--- config.mk ---
export PLATFORM = sky130hd
export DESIGN_NAME = sync_up_counter
export DESIGN_NICKNAME = d
export VERILOG_FILES = /design/src/rtl/counter_pkg.sv /design/src/rtl/up_count_core.sv /design/src/rtl/sync_up_counter.sv
export SDC_FILE = /design/constraint.sdc
export NUM_CORES = 1
export LEC_CHECK = 0
export ABC_AREA = 1
export CAP_MARGIN = 20
export CORE_AREA = 10 10 47 49
export DETAILED_ROUTE_END_ITERATION = 8
export DIE_AREA = 0 0 57 59
export PLACE_DENSITY_LB_ADDON = 0.25
export SKIP_CTS_REPAIR_TIMING = 1
export SLEW_MARGIN = 20
export SYNTH_ARGS = -nofsm -noshare
export SYNTH_HDL_FRONTEND = slang
export SYNTH_SLANG_ARGS = --single-unit
--- constraint.sdc ---
create_clock -name clk -period 2.6 [get_ports clk]
set_input_delay 0.26 -clock clk [delete_from_list [all_inputs] [get_ports clk]]
set_output_delay 0.26 -clock clk [all_outputs]
set_load 0.005 [all_outputs]
--- src/rtl/counter_pkg.sv ---
`default_nettype none
// ============================================================================
// Module   : counter_pkg
// Brief    : Shared types and helpers for the counter family (up and down).
// Revision : 1.0 - initial release
// ============================================================================
package counter_pkg;

  // Terminal behaviour of the count: roll over to zero or stick at the top.
  typedef enum logic {
    WRAP = 1'b0,
    SAT  = 1'b1
  } cnt_mode_e;

  // Bits needed to encode n distinct values, never less than one.
  function automatic int clog2_min1(input int n);
    int r;
    r = 0;
    for (int i = 0; i < 32; i++) begin
      if ((1 << r) < n) r++;
    end
    return (r < 1) ? 1 : r;
  endfunction

  // Width must be 1..16 and the modulus must fit in 2..2^width.
  function automatic bit params_legal(input int width, input int modulus);
    return (width >= 1) && (width <= 16) &&
           (modulus >= 2) && (modulus <= (1 << width));
  endfunction

endpackage : counter_pkg
`default_nettype wire

--- src/rtl/up_count_core.sv ---
`default_nettype none
// ============================================================================
// Module   : up_count_core
// Brief    : Count register with load/enable priority mux and terminal compare.
// Revision : 1.0 - initial release
// ============================================================================
module up_count_core
  import counter_pkg::*;
#(
  parameter int WIDTH    = 4,
  parameter int MODULUS  = 16,
  parameter int SATURATE = 0
) (
  input  logic             clk,
  input  logic             rst,
  input  logic             en,
  input  logic             load,
  input  logic [WIDTH-1:0] load_val,
  output logic [WIDTH-1:0] q,
  output logic             tc,
  output logic             ovf_set,
  output logic             clamp
);

  // Largest reachable code, and the modulus held one bit wider so 2^WIDTH fits.
  localparam logic [WIDTH-1:0] c_max  = WIDTH'(MODULUS - 1);
  localparam logic [WIDTH:0]   c_mod  = (WIDTH + 1)'(MODULUS);
  localparam cnt_mode_e        c_mode = (SATURATE != 0) ? SAT : WRAP;

  logic [WIDTH-1:0] r_q;
  logic [WIDTH-1:0] w_q_nxt;
  logic [WIDTH-1:0] w_inc;
  logic             w_at_max;
  logic             w_load_ok;

  assign w_at_max  = (r_q == c_max);
  assign w_load_ok = ({1'b0, load_val} < c_mod);
  assign w_inc     = r_q + WIDTH'(1);

  // Next count: load beats enable; out-of-range loads clamp to the top code.
  always_comb begin
    w_q_nxt = r_q;
    if (load) begin
      w_q_nxt = w_load_ok ? load_val : c_max;
    end else if (en) begin
      if (!w_at_max) begin
        w_q_nxt = w_inc;
      end else if (c_mode == WRAP) begin
        w_q_nxt = '0;
      end
    end
  end

  // Count register with synchronous reset.
  always_ff @(posedge clk) begin
    if (rst) begin
      r_q <= '0;
    end else begin
      r_q <= w_q_nxt;
    end
  end

  assign q       = r_q;
  assign tc      = w_at_max;
  // An enabled edge at the top code is a wrap or a blocked increment.
  assign ovf_set = en & ~load & w_at_max;
  assign clamp   = load & ~w_load_ok;

endmodule : up_count_core
`default_nettype wire

--- src/rtl/sync_up_counter.sv ---
`default_nettype none
// ============================================================================
// Module   : sync_up_counter
// Brief    : Synchronous modulo-N up counter with load, clamp flag, sticky
//            overflow and cascade carry.
// Revision : 1.0 - initial release
// ============================================================================
module sync_up_counter
  import counter_pkg::*;
#(
  parameter int WIDTH    = 4,
  parameter int MODULUS  = 16,
  parameter int SATURATE = 0
) (
  input  logic             clk,
  input  logic             rst,
  input  logic             en,
  input  logic             load,
  input  logic [WIDTH-1:0] load_val,
  input  logic             clr_ovf,
  output logic [WIDTH-1:0] q,
  output logic             tc,
  output logic             co,
  output logic             ovf,
  output logic             load_err
);

  // Reject parameter sets the counter cannot represent.
  generate
    if (!params_legal(WIDTH, MODULUS)) begin : g_param_check
      $error("sync_up_counter: illegal WIDTH=%0d / MODULUS=%0d", WIDTH, MODULUS);
    end
  endgenerate

  logic w_tc;
  logic w_ovf_set;
  logic w_clamp;
  logic r_ovf;
  logic r_load_err;

  up_count_core #(
    .WIDTH    (WIDTH),
    .MODULUS  (MODULUS),
    .SATURATE (SATURATE)
  ) u_core (
    .clk      (clk),
    .rst      (rst),
    .en       (en),
    .load     (load),
    .load_val (load_val),
    .q        (q),
    .tc       (w_tc),
    .ovf_set  (w_ovf_set),
    .clamp    (w_clamp)
  );

  // Sticky overflow: a set on the same edge as a clear takes precedence.
  always_ff @(posedge clk) begin
    if (rst) begin
      r_ovf <= 1'b0;
    end else if (w_ovf_set) begin
      r_ovf <= 1'b1;
    end else if (clr_ovf) begin
      r_ovf <= 1'b0;
    end
  end

  // One-cycle pulse following every clamped load edge.
  always_ff @(posedge clk) begin
    if (rst) begin
      r_load_err <= 1'b0;
    end else begin
      r_load_err <= w_clamp;
    end
  end

  assign tc       = w_tc;
  // Carry only when this stage will actually roll on the coming edge.
  assign co       = w_tc & en & ~load;
  assign ovf      = r_ovf;
  assign load_err = r_load_err;

endmodule : sync_up_counter
`default_nettype wire

Yosys cells after proc, flatten, opt, wreduce, memory -nomap -nowiden
Index checks and enable logic that the tools add are counted.
Widths: inputs -> output; s select.
{"block": "word_totals", "ff_bits": 5, "latchBits": 0, "mem_bits_rw": 0, "rom_bits": 0, "inputBits": 9, "mem_count": 0}
{"block": "classes", "addsub": 1, "n_mul": 0, "div_mod_pow": 0, "order_cmp": 0, "eq_ne": 1, "shifts": 0, "n_mux": 5, "bitwise_logic": 5, "n_reduce_logical": 2}
{"operator": "$mux 4", "count": 3}
{"operator": "$add 4x1->4 const B", "count": 1}
{"operator": "$and 1x1->1", "count": 4}
{"operator": "$eq 4x4->1 const B", "count": 1}
{"operator": "$reduce_bool 2->1", "count": 2}
{"operator": "$mux 1", "count": 2}
{"operator": "$not 1->1", "count": 1}

Logic depth before layout (Yosys ltp)
Gate-level depths: netlist of run 1.
{"block": "depth", "word_depth": 4, "mapped_depth": 6, "ltp_nobuf": 6}

Hierarchy
Synthesis of run 1 repeated with hierarchy kept, for this count alone.
{"block": "hier_totals", "hier_cells": 46, "area_unflattened_um2": 331.6}
{"module": "up_count_core", "n_inst": 1, "cells_each": 36, "area_each_um2": 256.5}
{"module": "sync_up_counter", "n_inst": 1, "cells_each": 10, "area_each_um2": 75.1}

Worst setup path after synthesis of run 1
No wires, ideal clock.
{"block": "synth_timing", "path_type": "flip-flop to output port", "startpoint": "reg u_core.r_q[0] (netlist: u_core.q[0])", "endpoint": "out co", "t_arrival_ns": 0.860, "required_time_ns": 2.340, "setup_slack_ns": 1.480, "path_stages_with_launch": 4, "n_path_buf": 0, "cell_sequence": "dfxtp_1 -> ha_1 -> nand3_1 -> nor2_1"}
{"block": "synth_via", "elab_chain_len": 3}
{"item": "from (decl)", "line": "up_count_core.sv:30", "source": "logic [WIDTH-1:0] r_q;"}
{"item": "from (signal assigned)", "line": "up_count_core.sv:59", "source": "r_q <= w_q_nxt;"}
{"item": "$eq 4x4->1", "line": "up_count_core.sv:36", "source": "assign w_at_max = (r_q == c_max);"}
{"item": "$and 1x1->1 (2 in series)", "line": "sync_up_counter.sv:79", "source": "assign co = w_tc & en & ~load;"}
{"item": "to (decl)", "line": "sync_up_counter.sv:23", "source": "output logic co,"}
No other way between the ends.

Final worst setup path of run 1
Same ends and word-level chain as after synthesis.

==> results.txt, run 1 <==
----------------------------------------------------
[Outcome]
  Status ... finished clean

[Synthesis]
  Cell type with the highest aggregate area in the netlist ... sky130_fd_sc_hd__dfxtp_1
  Register bit total from synthesis ... 5
  Post-Synthesis Mean Instance Area ... 6.99 sq um
  Number of cells produced by synthesis ... 41
  Synthesized net count ... 51
  Distinct cell type count of the synthesized netlist ... 14
  Warnings, synthesis ... 0
  Area share of the largest cell type after synthesis ... 34.9%
  Top post-synthesis cells by area ... sky130_fd_sc_hd__dfxtp_1, sky130_fd_sc_hd__inv_1, sky130_fd_sc_hd__nand2_1
  Fraction of the yosys area taken by sequential cells ... 34.9%
  Post-Synthesis Cell Area ... 287 sq um

[Final layout]
  Utilization of the core after routing ... 33.9%
  Fill cells ... 157
  Fraction of layout instances using a drive strength above 1 ... 6.78%
  Diodes inserted ... 0
  Area of combinational cells with multiple inputs ... 149 sq um
  Reg area ... 100 sq um
  Final net count ... 70
  Count of non-filler cells in the finished layout ... 75
  Synthesis-to-finish area growth ... 65.9%

[Floorplanning]
  IO Count ... 17
  Horizontal die dimension ... 57 um
  Core area ... 1400 sq um
  Placement row count ... 14
  Die Span Y ... 59 um
  Die Footprint ... 3360 sq um
  Starting density of the core ... 20.4%

[Clock tree]
  Maximum clock insertion buffer count ... 2
  CTS clk-pin slew, worst paths ... 40 ps
  Root Buffer Master ... sky130_fd_sc_hd__clkbuf_4
  Clk sinks ... 5
  Number of levels the H-tree was split into ... 1
  Later-pin clock latency in the skew report ... 240 ps
  TritonCTS clock tree ... done
  Number of CTS-inserted buffers ... 3

[STA]
  Timing-limited maximum frequency ... 516 MHz
  Final TNS setup ... 0 ps
  Final setup violation count ... 0
  Number of max-slew violations in the final report ... 0
  Unrepaired setup endpoints after global routing ... false
  Tightest hold margin ... 489 ps
  Post-layout min period ... 1940 ps
  Final-report hold violation count ... 0
  Clock skew after layout ... 1.12 ps
  Final clock period utilization by the worst path ... 74.5%

[Min path]
  Hold Crit Depth ... 2
  Worst Hold Endpoint ... ovf
  Hold path startpoint ... ovf
  Worst hold path type ... reg2reg

[Critical path]
  Internal reg-to-reg setup slack ... 1430 ps
  Largest fanout on the critical path ... 6
  Cell type group with the largest total delay on the critical path ... buffers and inverters
  Cell type of the slowest stage on the worst timing path ... sky130_fd_sc_hd__clkdlybuf4s50_1
  Arrival time reported for the critical path endpoint ... 1680 ps
  Critical Path Source ... u_core.q[0]
  CP bufs+invs ... 1
  Launch instance of the worst register-to-register path ... u_core.q[0]
  Cell-by-cell listing of the critical path ... ha_1, nand3_1, nor2_1, clkdlybuf4s50_1
  CP startpoint kind ... flip-flop
  Capturing element type of the critical path ... primary output
  Worst path max stage delay ... 520 ps
  Reg-to-reg endpoint ... u_core.q[0]
  Critical Setup Path Class ... reg2out
  Depth of the worst register-to-register path ... 5
  Endpoint required time on the critical path ... 2340 ps

[Power and ir drop]
  Leak Pwr ... 0.220 nW
  Power density over the cells ... 455 nW/um^2
  Worst VDD drop ... 0.213 mV

[GRT]
  Global-route wire length before repair ... 1370 um
  Remaining global-route overflow ... 0
  Number of global-route vias before repair ... 339
  GRT Total Usage ... 5.17%
  Number of antenna violations at the first check in global routing ... 0
  Pin count of the biggest net entering global routing ... 7

[Run]
  Max-cap violations ... 0

[Routing]
  Total wirelength of the detailed-routed design ... 814 um
  Number of vias in the routed layout ... 317
  WL/cell ... 10.9 um
  Number of DRC violations after detailed routing ... 0
  Number of search-and-repair iterations in the first detailed-routing pass ... 3
  Per-cell via count in the routed design ... 4.23
  Number of DRC violations after detailed-routing iteration 0 ... 7
  Antenna Nets Post-Route ... 0

[Place]
  Total half-perimeter wirelength after legalization and detailed placement ... 665 um
  Instance count after placement with tap cells included ... 71
  IO buf count ... 15
  Gp weighted congestion ... 0.784

----------------------------------------------------
cells by family (layout without fill, tap and decap cells):
| group | Yosys count | after routing | synth area share [%] |
|---|---|---|---|
| adders and majority gates | 1 | 1 | 4.37 |
| other | 1 | 1 | 1.31 |
| AOI/OAI and AO/OA | 7 | 7 | 14.8 |
| buffers and inverters | 9 | 27 | 13.1 |
| DFF | 5 | 5 | 34.9 |
| xor gates and xnor gates | 1 | 1 | 3.06 |
| and+or+nand+nor | 17 | 17 | 28.4 |
cell usage after synthesis:
cell type / number
sky130_fd_sc_hd__a22oi_1: 3
sky130_fd_sc_hd__ha_1: 1
sky130_fd_sc_hd__buf_4: 1
sky130_fd_sc_hd__nand3_1: 4
sky130_fd_sc_hd__or2_1: 1
sky130_fd_sc_hd__nor2_4: 1
sky130_fd_sc_hd__xor2_1: 1
sky130_fd_sc_hd__conb_1: 1
sky130_fd_sc_hd__a21oi_1: 4
sky130_fd_sc_hd__nand2_1: 7
sky130_fd_sc_hd__nand4_1: 1
sky130_fd_sc_hd__inv_1: 8
sky130_fd_sc_hd__dfxtp_1: 5
sky130_fd_sc_hd__nor2_1: 3
placed cells by master, fill, tap and decap left out, drive strengths merged:
cell type / netlist / final
nand2: 7 / 7
nor2: 4 / 4
a21oi: 4 / 4
clkdlybuf4s50: 0 / 15
conb: 1 / 1
dfxtp: 5 / 5
nand3: 4 / 4
a22oi: 3 / 3
ha: 1 / 1
nand4: 1 / 1
inv: 8 / 8
xor2: 1 / 1
clkbuf: 0 / 4
or2: 1 / 1
flip-flops by register name, indices dropped and copies added, names as in the netlist:
register	cells
ovf	1
u_core.q	4
worst max path at each step:
| stage | endpoint | slack (ps) | depth (start not counted) |
|---|---|---|---|
| floorplan | co | 1480 | 3 |
| global route | co | 520 | 4 |
| finish | co | 660 | 4 |
| CTS | co | 640 | 4 |
| global placement | co | 670 | 5 |
| detailed placement | co | 650 | 5 |
layer usage:
metal  vias up  routed length (um)  track usage, %
li1        168                   -               -
met1       140                 338            4.84
met2         9                 365            7.75
met3         0                 110            3.65
met4         0                   0            4.03
met5         -                   0               0
metrics by stage:
step	instance area [sq um]	setup slack, ps	power, mW
detailed placement	449	655	0.128
CTS	475	640	0.221
global route	475	517	0.231
floorplan	287	1480	0.103
global placement	449	675	0.128
finish	475	662	0.216
worst register-to-register path: cells and delay by family (launching register included):
| kind | cells | cell delay [ps] |
|---|---|---|
| AO/OA/AOI/OAI | 1 | 110 |
| adder cells (fa/ha/maj) | 1 | 240 |
| flip-flops | 1 | 350 |
| AND/OR/NAND/NOR | 3 | 410 |
layout make-up:
class | instances | area share [%]
well taps | 16 | 4.21
inverters | 8 | 6.32
flip-flops and latches | 5 | 21.1
clock buffers | 4 | 5.53
repair buffers | 15 | 31.6
multi-input cells | 27 | 31.3
power by group:
part | switching [mW] | internal, mW | leakage (nW)
Clock | 0.0320 | 0.0580 | 0.0150
Sequential | 0.00587 | 0.0811 | 0.0411
Combinational | 0.0150 | 0.0243 | 0.164
(Power assumes the default switching activity.)
==> inputs of run 2 (changes only) <==
==> constraint.sdc (replaced) <==
create_clock -name clk -period 1.6 [get_ports clk]
set_input_delay 0.16 -clock clk [delete_from_list [all_inputs] [get_ports clk]]
set_output_delay 0.16 -clock clk [all_outputs]
set_load 0.005 [all_outputs]
==> run 2 against run 1 <==
- worst setup slack lost 460 ps
- clock skew grew 1.0 ps
- total power grew 68%
- worst hold slack lost 8.0 ps
- global-route usage grew 0.35 points
- die area is the same
- largest power group unchanged
==> results.txt, run 2 (synthesis results as in run 1) <==
----------------------------------------------------
[Final layout]
  Most common cell after layout, fill and taps aside ... sky130_fd_sc_hd__clkdlybuf4s50_1
  Diodes inserted ... 0
  Fraction of layout instances using a drive strength above 1 ... 21.2%
  Flip-flop count of the largest register, all copies and words added ... 4
  Area of combinational cells with multiple inputs ... 159 sq um
  Count of non-filler cells in the finished layout ... 82
  Fill cells ... 159
  Final net count ... 77
  Synthesis-to-finish area growth ... 89.5%
  Most frequent cells in the layout ... sky130_fd_sc_hd__clkdlybuf4s50_1, sky130_fd_sc_hd__inv_1, sky130_fd_sc_hd__nand2_1, sky130_fd_sc_hd__buf_4, sky130_fd_sc_hd__dfxtp_1
  Reg area ... 100 sq um

[Clock tree]
  Root Buffer Master ... sky130_fd_sc_hd__clkbuf_4
  Number of CTS-inserted buffers ... 3
  TritonCTS clock tree ... done
  Maximum clock insertion buffer count ... 2
  Later-pin clock latency in the skew report ... 240 ps
  Number of levels the H-tree was split into ... 1
  CTS clk-pin slew, worst paths ... 40 ps
  Clk sinks ... 5

[Critical path]
  Capturing element type of the critical path ... primary output
  CP bufs+invs ... 2
  CP startpoint kind ... flip-flop
  Internal reg-to-reg setup slack ... 560 ps
  Cell-by-cell listing of the critical path ... buf_4, clkdlybuf4s50_1
  Cell type of the slowest stage on the worst timing path ... sky130_fd_sc_hd__clkdlybuf4s50_1
  Endpoint required time on the critical path ... 1440 ps
  Arrival time reported for the critical path endpoint ... 1240 ps
  Cell type group with the largest total delay on the critical path ... buffers and inverters
  Largest fanout on the critical path ... 5
  Worst path max stage delay ... 500 ps
  Critical Setup Path Class ... reg2out

[STA]
  Final TNS setup ... 0 ps
  Post-layout min period ... 1400 ps
  Final clock period utilization by the worst path ... 87.3%
  Final-report hold violation count ... 0
  Number of max-slew violations in the final report ... 0
  Unrepaired setup endpoints after global routing ... false
  Timing-limited maximum frequency ... 716 MHz
  Clock skew after layout ... 2.15 ps
  Final setup violation count ... 0

[Power and ir drop]
  Power density over the cells ... 670 nW/um^2
  Leak Pwr ... 0.292 nW
  Worst VDD drop ... 0.533 mV

[Floorplanning]
  Starting density of the core ... 20.4%
  IO Count ... 17
  Core area ... 1400 sq um
  Die Span Y ... 59 um
  Placement row count ... 14
  Horizontal die dimension ... 57 um
  Die Footprint ... 3360 sq um

[GRT]
  Number of antenna violations at the first check in global routing ... 0
  Number of global-route vias before repair ... 355
  Remaining global-route overflow ... 0
  Pin count of the biggest net entering global routing ... 6
  GRT Total Usage ... 5.53%
  Global-route wire length before repair ... 1470 um

[Place]
  Total half-perimeter wirelength after legalization and detailed placement ... 716 um
  Instance count after placement with tap cells included ... 77
  Gp weighted congestion ... 0.741
  IO buf count ... 15

[Routing]
  Number of search-and-repair iterations in the first detailed-routing pass ... 4
  Per-cell via count in the routed design ... 4.09
  Total wirelength of the detailed-routed design ... 895 um
  WL/cell ... 10.9 um
  Number of DRC violations after detailed routing ... 0
  Number of DRC violations after detailed-routing iteration 0 ... 2
  Antenna Nets Post-Route ... 0
  Number of vias in the routed layout ... 335

[Min path]
  Worst hold path type ... reg2reg

[Outcome]
  Status ... finished clean

[Run]
  Max-cap violations ... 0

----------------------------------------------------
==> run 2: cell count changes in the layout (fill, tap and decap cells not counted), sizes merged <==
cell           delta
buf               +7
clkdlybuf4s50     -2
dlymetal6s2s      +2
==> run 2: worst reg2reg max path, stage by stage (launching register included) <==
cell	delay (ps)
sky130_fd_sc_hd__dfxtp_1	340
sky130_fd_sc_hd__ha_2	190
sky130_fd_sc_hd__buf_4	110
sky130_fd_sc_hd__xor2_1	140
sky130_fd_sc_hd__nand2_1	60
sky130_fd_sc_hd__a21oi_1	130
==> run 2: power breakdown <==
part | switching, mW | internal (mW)
registers | 0.00538 | 0.132
clock network | 0.0516 | 0.0943
logic | 0.0313 | 0.0496
total | 0.0883 | 0.276
==> run 2: per-layer routing <==
layer	global-route usage, %	share of wire (%)	up-vias	routed length (um)
li1	-	-	179	-
met1	4.74	38	144	340
met2	9.30	49	12	441
met3	6.01	13	0	114
met4	0	0	0	0
met5	0	0	-	0
==> run 2: path summary, 6_finish.rpt <==
check | startpoint | to | depth (start not counted)
max reg2reg | u_core.q[0] | u_core.q[2] | 5
max | u_core.q[2] | q[2] | 2
min reg2reg | ovf | ovf | 2
min | ovf | ovf | 2
==> run 2: layout make-up <==
type                    count  share of cell area [%]
well taps                  16                    3.69
flip-flops and latches      5                    18.4
multi-input cells          27                    29.3
inverters                   8                    5.53
clock buffers               4                    4.84
repair buffers             22                    38.2
==> run 2: metrics by stage <==
step | worst slack (ps) | util, % | hold slack (ps) | instance area, sq um | power (mW)
floorplan | 504 | - | 229 | 287 | 0.167
global placement | -57.0 | 35.3 | 468 | 494 | 0.219
global route | 155 | 38.8 | 532 | 543 | 0.392
CTS | -170 | 37.1 | 486 | 520 | 0.371
detailed placement | -56.2 | 35.3 | 475 | 494 | 0.218
finish | 203 | 38.8 | 481 | 543 | 0.364
